`config.mk`:
```
export PLATFORM = sky130hd
export DESIGN_NAME = uart_tx_arb
export DESIGN_NICKNAME = d
export VERILOG_FILES = /design/src/rtl/uart_pkg.sv /design/src/rtl/uart_tx_core.sv /design/src/rtl/uart_tx_arb.sv
export SDC_FILE = /design/constraint.sdc
export NUM_CORES = 1
export LEC_CHECK = 0
export CAP_MARGIN = 20
export CORE_UTILIZATION = 48
export CTS_BUF_LIST = sky130_fd_sc_hd__clkbuf_8
export DETAILED_ROUTE_END_ITERATION = 10
export GPL_TIMING_DRIVEN = 0
export PLACE_DENSITY = 0.82
export REMOVE_ABC_BUFFERS = 1
export SLEW_MARGIN = 20
export SYNTH_ARGS = -nofsm -noshare
export SYNTH_HDL_FRONTEND = slang
export SYNTH_SLANG_ARGS = --single-unit
```
`constraint.sdc`:
```
create_clock -name clk -period 1.87 [get_ports clk]
set_input_delay 0.374 -clock clk [delete_from_list [all_inputs] [get_ports clk]]
set_output_delay 0.374 -clock clk [all_outputs]
set_load 0.05 [all_outputs]
```
`src/rtl/uart_pkg.sv`:
```
// Shared UART frame layout and transmit FSM encoding.
// The frame layout constants are also used by uart_rx.
package uart_pkg;

  localparam int START_IDX = 0;
  localparam int DATA_BITS = 8;
  localparam int STOP_IDX  = 9;

  typedef enum logic [1:0] {
    IDLE  = 2'd0,
    START = 2'd1,
    DATA  = 2'd2,
    STOP  = 2'd3
  } tx_state_e;

endpackage

```
`src/rtl/uart_tx_core.sv`:
```
// 8N1 serializer: N clocks per bit, LSB first, registered line output.
// A start pulse in IDLE latches the byte; done pulses in the last stop clock.
module uart_tx_core
  import uart_pkg::*;
#(
  parameter int N = 8
) (
  input  logic       clk,
  input  logic       rst,
  input  logic       start_i,
  input  logic [7:0] data_i,
  output logic       uart_tx_o,
  output logic       busy_o,
  output logic       done_o
);

  localparam int CW = $clog2(N);
  localparam logic [CW-1:0] CLK_LAST = CW'(N - 1);

  tx_state_e     state_q, state_d;
  logic [CW-1:0] cnt_clk_q, cnt_clk_d;
  logic [3:0]    cnt_bit_q, cnt_bit_d;
  logic [7:0]    shreg_q, shreg_d;
  logic          tx_q, tx_d;
  logic          wrap;

  assign wrap      = (cnt_clk_q == CLK_LAST);
  assign uart_tx_o = tx_q;
  assign busy_o    = (state_q != IDLE);
  assign done_o    = (state_q == STOP) && (cnt_bit_q == 4'(STOP_IDX)) && wrap;

  // tx_d is the line value for the following clock, so the line is a clean flop output
  always_comb begin
    state_d   = state_q;
    cnt_clk_d = cnt_clk_q;
    cnt_bit_d = cnt_bit_q;
    shreg_d   = shreg_q;
    tx_d      = tx_q;
    if (state_q != IDLE) begin
      cnt_clk_d = wrap ? '0 : cnt_clk_q + 1'b1;
    end
    case (state_q)
      IDLE: begin
        cnt_clk_d = '0;
        cnt_bit_d = 4'(START_IDX);
        tx_d      = 1'b1;
        if (start_i) begin
          state_d = START;
          shreg_d = data_i;
          tx_d    = 1'b0;
        end
      end
      START: begin
        if (wrap) begin
          state_d   = DATA;
          cnt_bit_d = cnt_bit_q + 4'd1;
          tx_d      = shreg_q[0];
        end
      end
      DATA: begin
        if (wrap) begin
          cnt_bit_d = cnt_bit_q + 4'd1;
          if (cnt_bit_q == 4'(DATA_BITS)) begin
            state_d = STOP;
            tx_d    = 1'b1;
          end else begin
            tx_d    = shreg_q[1];
            shreg_d = {1'b0, shreg_q[7:1]};
          end
        end
      end
      STOP: begin
        if (wrap) begin
          state_d   = IDLE;
          cnt_bit_d = 4'(START_IDX);
          tx_d      = 1'b1;
        end
      end
      default: begin
        state_d = IDLE;
        tx_d    = 1'b1;
      end
    endcase
  end

  always_ff @(posedge clk) begin
    if (rst) begin
      state_q   <= IDLE;
      cnt_clk_q <= '0;
      cnt_bit_q <= '0;
      tx_q      <= 1'b1;
    end else begin
      state_q   <= state_d;
      cnt_clk_q <= cnt_clk_d;
      cnt_bit_q <= cnt_bit_d;
      tx_q      <= tx_d;
    end
    shreg_q <= shreg_d;
  end

endmodule

```
`src/rtl/uart_tx_arb.sv`:
```
// Round-robin arbiter sharing one 8N1 transmit line among REQ_NUM byte requesters.
// Grants are issued only while the serializer is idle; one-cycle req_rdy accepts the byte.
module uart_tx_arb
  import uart_pkg::*;
#(
  parameter int N       = 8,
  parameter int REQ_NUM = 4
) (
  input  logic                       clk,
  input  logic                       rst,
  input  logic [REQ_NUM-1:0]         req_vld,
  input  logic [8*REQ_NUM-1:0]       req_data,
  output logic [REQ_NUM-1:0]         req_rdy,
  output logic                       uart_tx,
  output logic                       busy,
  output logic [$clog2(REQ_NUM)-1:0] gnt_id,
  output logic                       tx_done
);

  localparam int IDW = $clog2(REQ_NUM);

  logic [IDW-1:0] last_q, last_d;
  logic [IDW-1:0] gnt_q, gnt_d;
  logic [IDW-1:0] sel;
  logic           found;
  logic           start;
  logic [7:0]     sel_data;
  int             idx;

  // Search starts just after the last winner, so every requester waits at most REQ_NUM-1 frames
  always_comb begin
    found = 1'b0;
    sel   = '0;
    idx   = 0;
    for (int o = 1; o <= REQ_NUM; o++) begin
      idx = (int'(last_q) + o) % REQ_NUM;
      if (!found && req_vld[IDW'(idx)]) begin
        found = 1'b1;
        sel   = IDW'(idx);
      end
    end
  end

  always_comb begin
    req_rdy  = '0;
    start    = 1'b0;
    last_d   = last_q;
    gnt_d    = gnt_q;
    sel_data = req_data[8*int'(sel) +: 8];
    if (!busy && !rst && found) begin
      req_rdy[sel] = 1'b1;
      start        = 1'b1;
      last_d       = sel;
      gnt_d        = sel;
    end
  end

  always_ff @(posedge clk) begin
    if (rst) begin
      last_q <= IDW'(REQ_NUM - 1);
      gnt_q  <= '0;
    end else begin
      last_q <= last_d;
      gnt_q  <= gnt_d;
    end
  end

  assign gnt_id = gnt_q;

  uart_tx_core #(
    .N(N)
  ) u_core (
    .clk      (clk),
    .rst      (rst),
    .start_i  (start),
    .data_i   (sel_data),
    .uart_tx_o(uart_tx),
    .busy_o   (busy),
    .done_o   (tx_done)
  );

endmodule

```
==> out/qor.yml <==
clock_tree:
  htreeDepth: 1
  numCtsBuffers: 3
  clockBufferDepth: 2
  clkTransAtPathRegs_ns: 0.08
  cts_tree: "yes"
  postCtsHoldBufs: 0
  cts-root-buf: "clkbuf_8"
  cts_num_sinks: 22
  clk_latency_ns: 0.26
sta:
  rsz0062_at_grt: "yes"
  worst_slew_margin_rel: 0.556
  slew_viol_final: 0
  finClkSkew_ns: 0.00182
  final_hold_viol_count: 0
  tns_ns: -0.371
  setup_viol: 4
  min_period_ns: 1.97
  max_slew.worst_pin.slew_ns: 0.666
  whs_ns: 0.445
  timing.final.ws_setup_ns: -0.104
  period_share: 1.06
  max_freq_ghz: 0.506
pwr:
  power_density_nw_per_um2: 1450
  p_leak_nw: 0.913
  ir_drop_v: 0.000585
  pwr-share-clk: 0.132
  p_sw_mw: 1.43
  p_int_mw: 1.95
  p_seq_frac: 0.258
  finalPower_mw: 3.38
  pwr-share-comb: 0.610
  p_sw_frac: 0.422
routing:
  drc: 0
  drt-pass1-iter-count: 4
  wl_mm: 4.04
  vias_per_cell: 5.64
  num_vias: 1462
  wl_per_cell_um: 15.6
  dr.first_iter.drc_count: 68
  detail-route-antenna-nets: 0
placed_design:
  dp.final_hpwl_mm: 2.73
  port_buffers: 46
  gp_congestion: 0.735
  place_inst: 242
floorplan:
  die_w_um: 58.6
  start_util: 0.503
  die_y_um: 58.6
  coreArea_um2: 3050
  dieArea_um2: 3430
  ios: 47
  row_count: 20
logic_synthesis:
  synth_top_family_by_area: "simple AND/OR/NAND/NOR gates"
  muxShareOfSynthArea: 0.0660
  async_flop_share: 0
  synth_compound_area_frac: 0.227
  yosys_register_bits: 22
  synth_fa_ha_area_frac: 0.0815
  avgSynthCellArea_um2: 9.72
  synth_xor_area_frac: 0
  synth.distinct_cells: 44
  yosys.area_share.simple: 0.228
  synth_warnings: 0
  synth-seq-area-share: 0.339
  synth_cells: 158
  synth-edff-count: 8
  mappedNetlistArea_um2: 1540
  synthFlopType: "dfxtp_1"
grt:
  grt_pass1_vias: 1529
  antenna_found_initial: 0
  grt_pass1_wl_mm: 6.60
  overflow: 0
  grt_max_degree: 17
  track_usage: 0.252
worst_setup_path:
  cp-end-kind: "output pin"
  crit_required_ns: 1.50
  worstReg2RegStart: "u_core.state_q[0]"
  worstSetupStartpointType: "register"
  r2r_end: "u_core.uart_tx_o"
  reg2reg_setup_slack_ns: 0.05
  crit_type: "register to output pin"
  cp.arrival_ns: 1.60
  r2r_cells: 6
  cp_max_fo: 6
finish:
  layoutNonFillerInstCount: 259
  diodes: 0
  fin_util: 0.762
  area_delta_synth_final_pct: 51.5
  layout-drive-gt1-share: 0.284
  nNetsFinal: 264
run:
  drv_cap: 0
status:
  outcome: "finished, violations left"
  violations: "negative setup slack"
worst_hold_path:
  min_path_type: "register to register"
  hold_start: "u_core.cnt_clk_q[0]"
  holdPathStages: 1
  min_to: "u_core.cnt_clk_q[0]"
==> state kept, by name (all words and copies together) (netlist names) <==
name / cells
last_q: 2
u_core.cnt_clk_q: 3
u_core.cnt_bit_q: 4
u_core.state_q: 2
u_core.uart_tx_o: 1
u_core.shreg_q: 8
gnt_id: 2
==> area by class of cell <==
class                           instances  area, µm²
Multi-Input combinational cell        119       1060
Fill cell                             206        727
Timing Repair Buffer                   59        574
Sequential cell                        22        528
Tap cell                               44       55.1
Clock buffer                            3       41.3
Inverter                               11       41.3
Clock inverter                          1       30.0
==> how the worst max path moves through the flow <==
stage,cells after the start,slack (ns),endpoint,from
CTS,5,-0.06,req_rdy[2],last_q[0]
finish,5,-0.10,req_rdy[3],last_q[0]
global placement,5,-1.16,req_rdy[3],req_vld[3]
detailed placement,5,-1.25,req_rdy[3],req_vld[3]
floorplan,4,-0.85,req_rdy[1],last_q[0]
global route,6,-0.15,req_rdy[0],last_q[0]
==> per-stage QoR <==
step,cell area [µm²],worst slack [ns]
2_1_floorplan,1490,-0.849
5_1_grt,2330,-0.147
3_3_place_gp,2000,-1.16
3_5_place_dp,2000,-1.25
6_report,2330,-0.104
4_1_cts,2230,-0.0592
==> timing repair <==
action,4_1_cts,5_1_grt
pin swaps,10,8
resized for setup,75,21
setup endpoints to repair,22,23
setup buffers,11,3
==> synthesized netlist by cell type, types with 2 or more instances <==
| cell type | count | area share |
|---|---|---|
| a211oi_1 | 10 | 0.049 |
| and3_1 | 3 | 0.012 |
| inv_1 | 11 | 0.027 |
| nor2b_1 | 11 | 0.045 |
| nor3_1 | 4 | 0.013 |
| ha_1 | 10 | 0.081 |
| a221oi_2 | 7 | 0.068 |
| mux2i_1 | 9 | 0.059 |
| a21oi_1 | 3 | 0.0098 |
| nor4_1 | 3 | 0.012 |
| nand3_1 | 2 | 0.0065 |
| nand2_1 | 4 | 0.0098 |
| and2_1 | 9 | 0.037 |
| edfxtp_1 | 8 | 0.16 |
| a22oi_1 | 2 | 0.0098 |
| dfxtp_1 | 14 | 0.18 |
| clkbuf_1 | 3 | 0.0073 |
| o21ai_0 | 5 | 0.016 |
| nor2_1 | 12 | 0.029 |
| nand2b_1 | 3 | 0.012 |
| nor3b_1 | 2 | 0.0098 |
==> cells in the final DEF, fill, tap and decap left out, types with 4 or more instances in the layout <==
cell type        instances
o21ai_0                  5
and2_1                   8
buf_4                   12
ha_1                     7
clkdlybuf4s50_1         35
nor2b_1                 11
buf_6                    4
a211oi_1                 9
mux2i_1                  9
dfxtp_1                 12
a221oi_2                 7
nor3_1                   4
nor2_1                   8
edfxtp_1                 8
inv_1                    8
==> critical path, cell delays in order (launching register included) <==
cell and delay [ns]:
dfxtp_4 0.37, nand2b_4 0.15, a311oi_4 0.30, buf_6 0.17
and3_1 0.17, buf_6 0.16
==> routing by layer <==
layer	global-route usage	up-vias	part of all wire
met5	0	-	0
met4	0.112	0	0.025
met3	0.0418	11	0.057
met2	0.463	70	0.51
met1	0.287	681	0.40
li1	-	700	-
==> power groups by stage <==
| stage | Combinational (mW) | Clock, mW | Sequential [mW] |
|---|---|---|---|
| detailed placement | 1.59 | 0 | 0.858 |
| global placement | 1.54 | 0 | 0.841 |
| global route | 2.20 | 0.468 | 0.888 |
| finish | 2.06 | 0.446 | 0.873 |
| floorplan | 1.09 | 0 | 0.916 |
| CTS | 1.84 | 0.450 | 0.862 |
==> logic make-up after synthesis <==
| logic type | after synthesis |
|---|---|
| adders and majority gates | 10 |
| DFF | 22 |
| and+or+nand+nor | 60 |
| buffers and inverters | 17 |
| AOI/OAI and AO/OA | 39 |
| muxes | 10 |
Power figures use the tool's default switching activity.
==> RTL change 1: new RTL, same flow settings <==
The 4 states of `tx_state_e` get a one-hot encoding in 4 bits.
--- a/src/rtl/uart_pkg.sv
+++ b/src/rtl/uart_pkg.sv
@@ -8,7 +8,7 @@
 
-  typedef enum logic [1:0] {
-    IDLE  = 2'd0,
-    START = 2'd1,
-    DATA  = 2'd2,
-    STOP  = 2'd3
+  typedef enum logic [3:0] {
+    IDLE  = 4'b0001,
+    START = 4'b0010,
+    DATA  = 4'b0100,
+    STOP  = 4'b1000
   } tx_state_e;
Formal check against the unedited RTL: same outputs for any inputs over 10 cycles, from zero or initial values and one cycle with rst high; not proved beyond that.
==> RTL change 1 against the unedited design <==
The run still ends with negative setup slack left. Critical path depth up 1. Count of clock-buffer cells in the layout stayed put. Largest power group unchanged. Power decreased by 3.4%. Cell area up 2.7%. Area after synthesis rose by 1.6%. Largest cell class unchanged. Worst setup slack got worse by 0.093 ns. Wire length grew 2.3%. Sequential cell count increased by 2. Highest routed layer unchanged.
==> RTL change 1: results (changes against the unedited design) <==
Timing
  – Fin Hold WS: 0.470 ns (+0.0249 ns)
  – Worst-Margin Slew: 0.610 ns (-0.0565 ns)
  – Final worst setup slack: -0.197 ns (-0.0927 ns)
  – Final setup skew: 0.00274 ns (+0.000920 ns)
  – Final setup fails: 4 (unchanged)
  – Setup tns final: -0.723 ns (-0.352 ns)

Routing
  – DR WL met2: 2.12 mm (+1.7%)
  – Uppermost layer routed: met4
  – Drt first-iter violations: 81 (+19%)
  – Via/cell ratio: 5.70 (+1.0%)
  – Post-detailed-routing wire length: 4.14 mm (+2.3%)
  – Routed length per instance: 15.3 um (-2.2%)
  – Routed met1 length: 1.67 mm (+2.3%)
  – DRT Pass-1 Iters: 6 (+2)

GRT
  – Vias in the first global route: 1451 (-5.1%)
  – Met2 usage: 43.7% (-2.6 points)
  – GR Util All Layers: 25.4% (+0.15 points)
  – Met1 Resource Use GR: 30.5% (+1.9 points)
  – Met3 GRT Util: 5.02% (+0.85 points)
  – First-pass GRT wire length: 6.64 mm (+0.62%)
  – Largest net degree at the start of global routing: 15 (-2)

Synth
  – Netlist cell types: 50 (+14%)
  – Post-synthesis sequential area ratio: 35.9% (+2.0 points)
  – Top cells by area, synth: dfxtp_1, edfxtp_1, mux2i_1
  – Syn avg cell area: 9.23 um^2 (-5.0%)
  – Synth cell count leaders: nor2_1, dfxtp_1, a211oi_1, and2_1, mux2i_1

Critical path
  – Worst reg2reg endpoint: u_core.shreg_q[3]$_DFFE_PP_
  – R2R setup slack: 0.02 ns (-0.03 ns)
  – CP delay by family, top: simple AND/OR/NAND/NOR gates
  – Critical Path AT: 1.69 ns (+0.09 ns)
  – CP Launch Point: u_core.state_q[1]$_SDFFE_PP0P_
  – Crit Path Max Fanout: 3 (-3)
  – Crit path to: req_rdy[1]
  – Reg2reg start: last_q[1]$_SDFFE_PP1P_
  – R2R depth: 6 (unchanged)

Placement
  – Area after DPL: 2020 um^2 (+0.75%)
  – Placed instance count: 251 (+3.7%)
  – Routability cong.: 0.818 (+11%)
  – Post-DP HPWL: 2.73 mm (+0.24%)
  – Place WS: -1.26 ns (-0.0183 ns)

Hold path
  – Worst Hold End: u_core.cnt_clk_q[0]$_SDFFE_PP0N_
  – HP Start: u_core.cnt_clk_q[0]$_SDFFE_PP0N_

Clocking
  – Clk_lat worst skew: 0.27 ns
  – PostCTS Resize Cnt: 68 (-9.3%)
  – Postcts setup bufs: 10 (-1)
  – Worst-path clk slew: 0.09 ns

Run status
  – Run status: finished, violations left
  – Failing checks: negative setup slack

Finish
  – # diodes: 0 (unchanged)
  – Layout cells sized above 1: 28.2% (-0.18 points)
  – Nets: 271 (+2.7%)
  – Biggest regs: u_core.shreg_q: 8 flops, u_core.cnt_bit_q: 4 flops, u_core.state_q: 4 flops

Power
  – Leakage: 0.899 nW (-1.5%)
  – Peak VDD IR: 836 uV (+43%)
  – Switching Fraction: 41.0% (-1.2 points)
-- RTL change 1: final cells by class --
class	instances	area, um^2
multi-input cells	132	1080
fillers	204	688
flip-flops and latches	24	581
repair buffers	62	579
well taps	44	55.1
clock buffers	3	41.3
clock inverters	1	30.0
inverters	5	18.8
-- RTL change 1: power by group through the flow --
stage / Sequential (mW) / Combinational (mW) / Clock, mW
detailed placement: 0.909 / 1.41 / 0
floorplan: 0.971 / 0.936 / 0
global route: 0.952 / 2.02 / 0.489
CTS: 0.890 / 1.69 / 0.465
global placement: 0.893 / 1.37 / 0
finish: 0.930 / 1.87 / 0.462
-- RTL change 1: logic make-up after synthesis --
group | Yosys count | share of synthesized area (%)
AO/OA/AOI/OAI | 45 | 21.4
buffers and inverters | 13 | 4.89
adder cells (fa/ha/maj) | 5 | 4.01
AND/OR/NAND/NOR | 70 | 26.2
multiplexers | 10 | 6.42
XOR/XNOR | 2 | 1.12
flip-flops | 24 | 35.9
==> RTL change 2: new RTL, same flow settings <==
Made on the original files. `N` is set to 8 in 2 places; all go to 16.
--- a/src/rtl/uart_tx_core.sv
+++ b/src/rtl/uart_tx_core.sv
@@ -5,3 +5,3 @@
 #(
-  parameter int N = 8
+  parameter int N = 16
 ) (
--- a/src/rtl/uart_tx_arb.sv
+++ b/src/rtl/uart_tx_arb.sv
@@ -5,3 +5,3 @@
 #(
-  parameter int N       = 8,
+  parameter int N       = 16,
   parameter int REQ_NUM = 4
Formal check against the unedited RTL: not equivalent (a bounded check fails within 10 cycles, from zero or initial values and one cycle with rst high).
==> RTL change 2 against the unedited design <==
The run still ends with negative setup slack left. Core utilization fell by 2.2 points. Cell count grew 2.3%. Fmax fell by 8.8%. Worst setup slack lost 0.19 ns. Cell area decreased by 2.2%. Register-to-register slack got worse by 0.09 ns. Area after synthesis increased by 2.0%. Sequential cell count rose by 1. Wire length grew 5.3%. Power fell by 6.5%. Largest power group unchanged.
==> RTL change 2: results (changes against the unedited design) <==
Power
  – Sequential power: 0.875 mW (about the same)
  – Leakage: 0.857 nW (-6.2%)
  – Switching Fraction: 42.9% (+0.76 points)
  – Peak VDD IR: 919 uV (+57%)

Placement
  – Routability cong.: 0.774 (+5.4%)
  – Area after DPL: 2050 um^2 (+2.1%)

Critical path
  – Critical Path AT: 1.79 ns (+0.19 ns)
  – CP Launch Point: last_q[1]$_SDFFE_PP1P_
  – Reg2reg start: last_q[0]$_SDFFE_PP1P_

Synth
  – Post-synthesis sequential area ratio: 34.5% (+0.60 points)
  – Post-synthesis mux area share: 6.39% (-0.21 points)
  – Synth cell count leaders: dfxtp_1, nor2_1, mux2i_1, nor2b_1, ha_1
  – Adder-Cell Fraction of Synth Area: 7.19% (-0.96 points)
  – Synth Area in Compound Gates: 20.7% (-2.1 points)
  – Post-Synth XOR/XNOR Area: 1.68% (+1.7 points)

Timing
  – Final setup skew: 0.00185 ns (+0.0000219 ns)
  – Final setup fails: 9 (+5)
  – Final worst setup slack: -0.295 ns (-0.190 ns)

GRT
  – GR Util All Layers: 26.3% (+1.0 points)
  – Vias in the first global route: 1477 (-3.4%)

Finish
  – Biggest regs: u_core.shreg_q: 8 flops, u_core.cnt_bit_q: 4 flops, u_core.cnt_clk_q: 4 flops
  – Layout cells sized above 1: 30.8% (+2.4 points)
  – FILL cells: 232 (+13%)

Run status
  – Failing checks: negative setup slack
  – Run status: finished, violations left

Routing
  – Post-detailed-routing wire length: 4.26 mm (+5.3%)
==> RTL change 2: final timing paths <==
check / cells after the start / slack, ns / to
worst max-delay path: 5 / -0.29 / req_rdy[1]
worst max register to register: 7 / -0.04 / u_core.shreg_q[2]$_DFFE_PP_
worst min-delay path: 1 / 0.46 / u_core.cnt_clk_q[0]$_SDFFE_PP0P_
worst min register to register: 1 / 0.46 / u_core.cnt_clk_q[0]$_SDFFE_PP0P_
==> RTL change 2: per-layer routing <==
metal	GRT usage (%)	vias to the layer above	routed length [um]
met2	45.5	57	2130
met5	0	-	0
met1	33.5	702	1830
li1	-	722	-
met4	7.48	0	27
met3	4.80	4	276
==> RTL change 2: timing repair <==
item / CTS / global route
hold endpoints to repair: 0 / 0
setup endpoints to repair: 19 / 24
pin swaps: 6 / 2
gates cloned: 0 / 0
buffers inserted: 10 / 2
gates resized for setup: 70 / 18
==> RTL change 2: logic make-up after synthesis <==
logic type | count (synthesis)
mux | 10
fa+ha+maj | 9
simple gates | 68
flops | 23
compound gates | 40
xor+xnor | 3
buf+inv | 14
==> RTL change 2: layout make-up <==
cell class | count | area, um^2 | area share, %
tap | 44 | 55.1 | 2.42
timing repair buffer | 56 | 531 | 23.3
clock inverter | 1 | 5.00 | 0.220
multi-input combinational | 130 | 1060 | 46.6
clock buffer | 3 | 41.3 | 1.81
sequential | 23 | 546 | 24.0
inverter | 8 | 37.5 | 1.65
==> RTL change 2: critical path, cell delays in order, from the launching register on <==
cell and delay, ns:
dfxtp_2 0.33, or3b_1 0.39, o311a_1 0.15, or3_4 0.36
a21oi_2 0.13, buf_6 0.17
==> RTL change 2: through the flow <==
step,instances,total power [mW]
2_1_floorplan,161,2.01
3_3_place_gp,251,2.40
3_5_place_dp,251,2.46
4_1_cts,265,3.05
5_1_grt,265,3.34
6_report,265,3.16
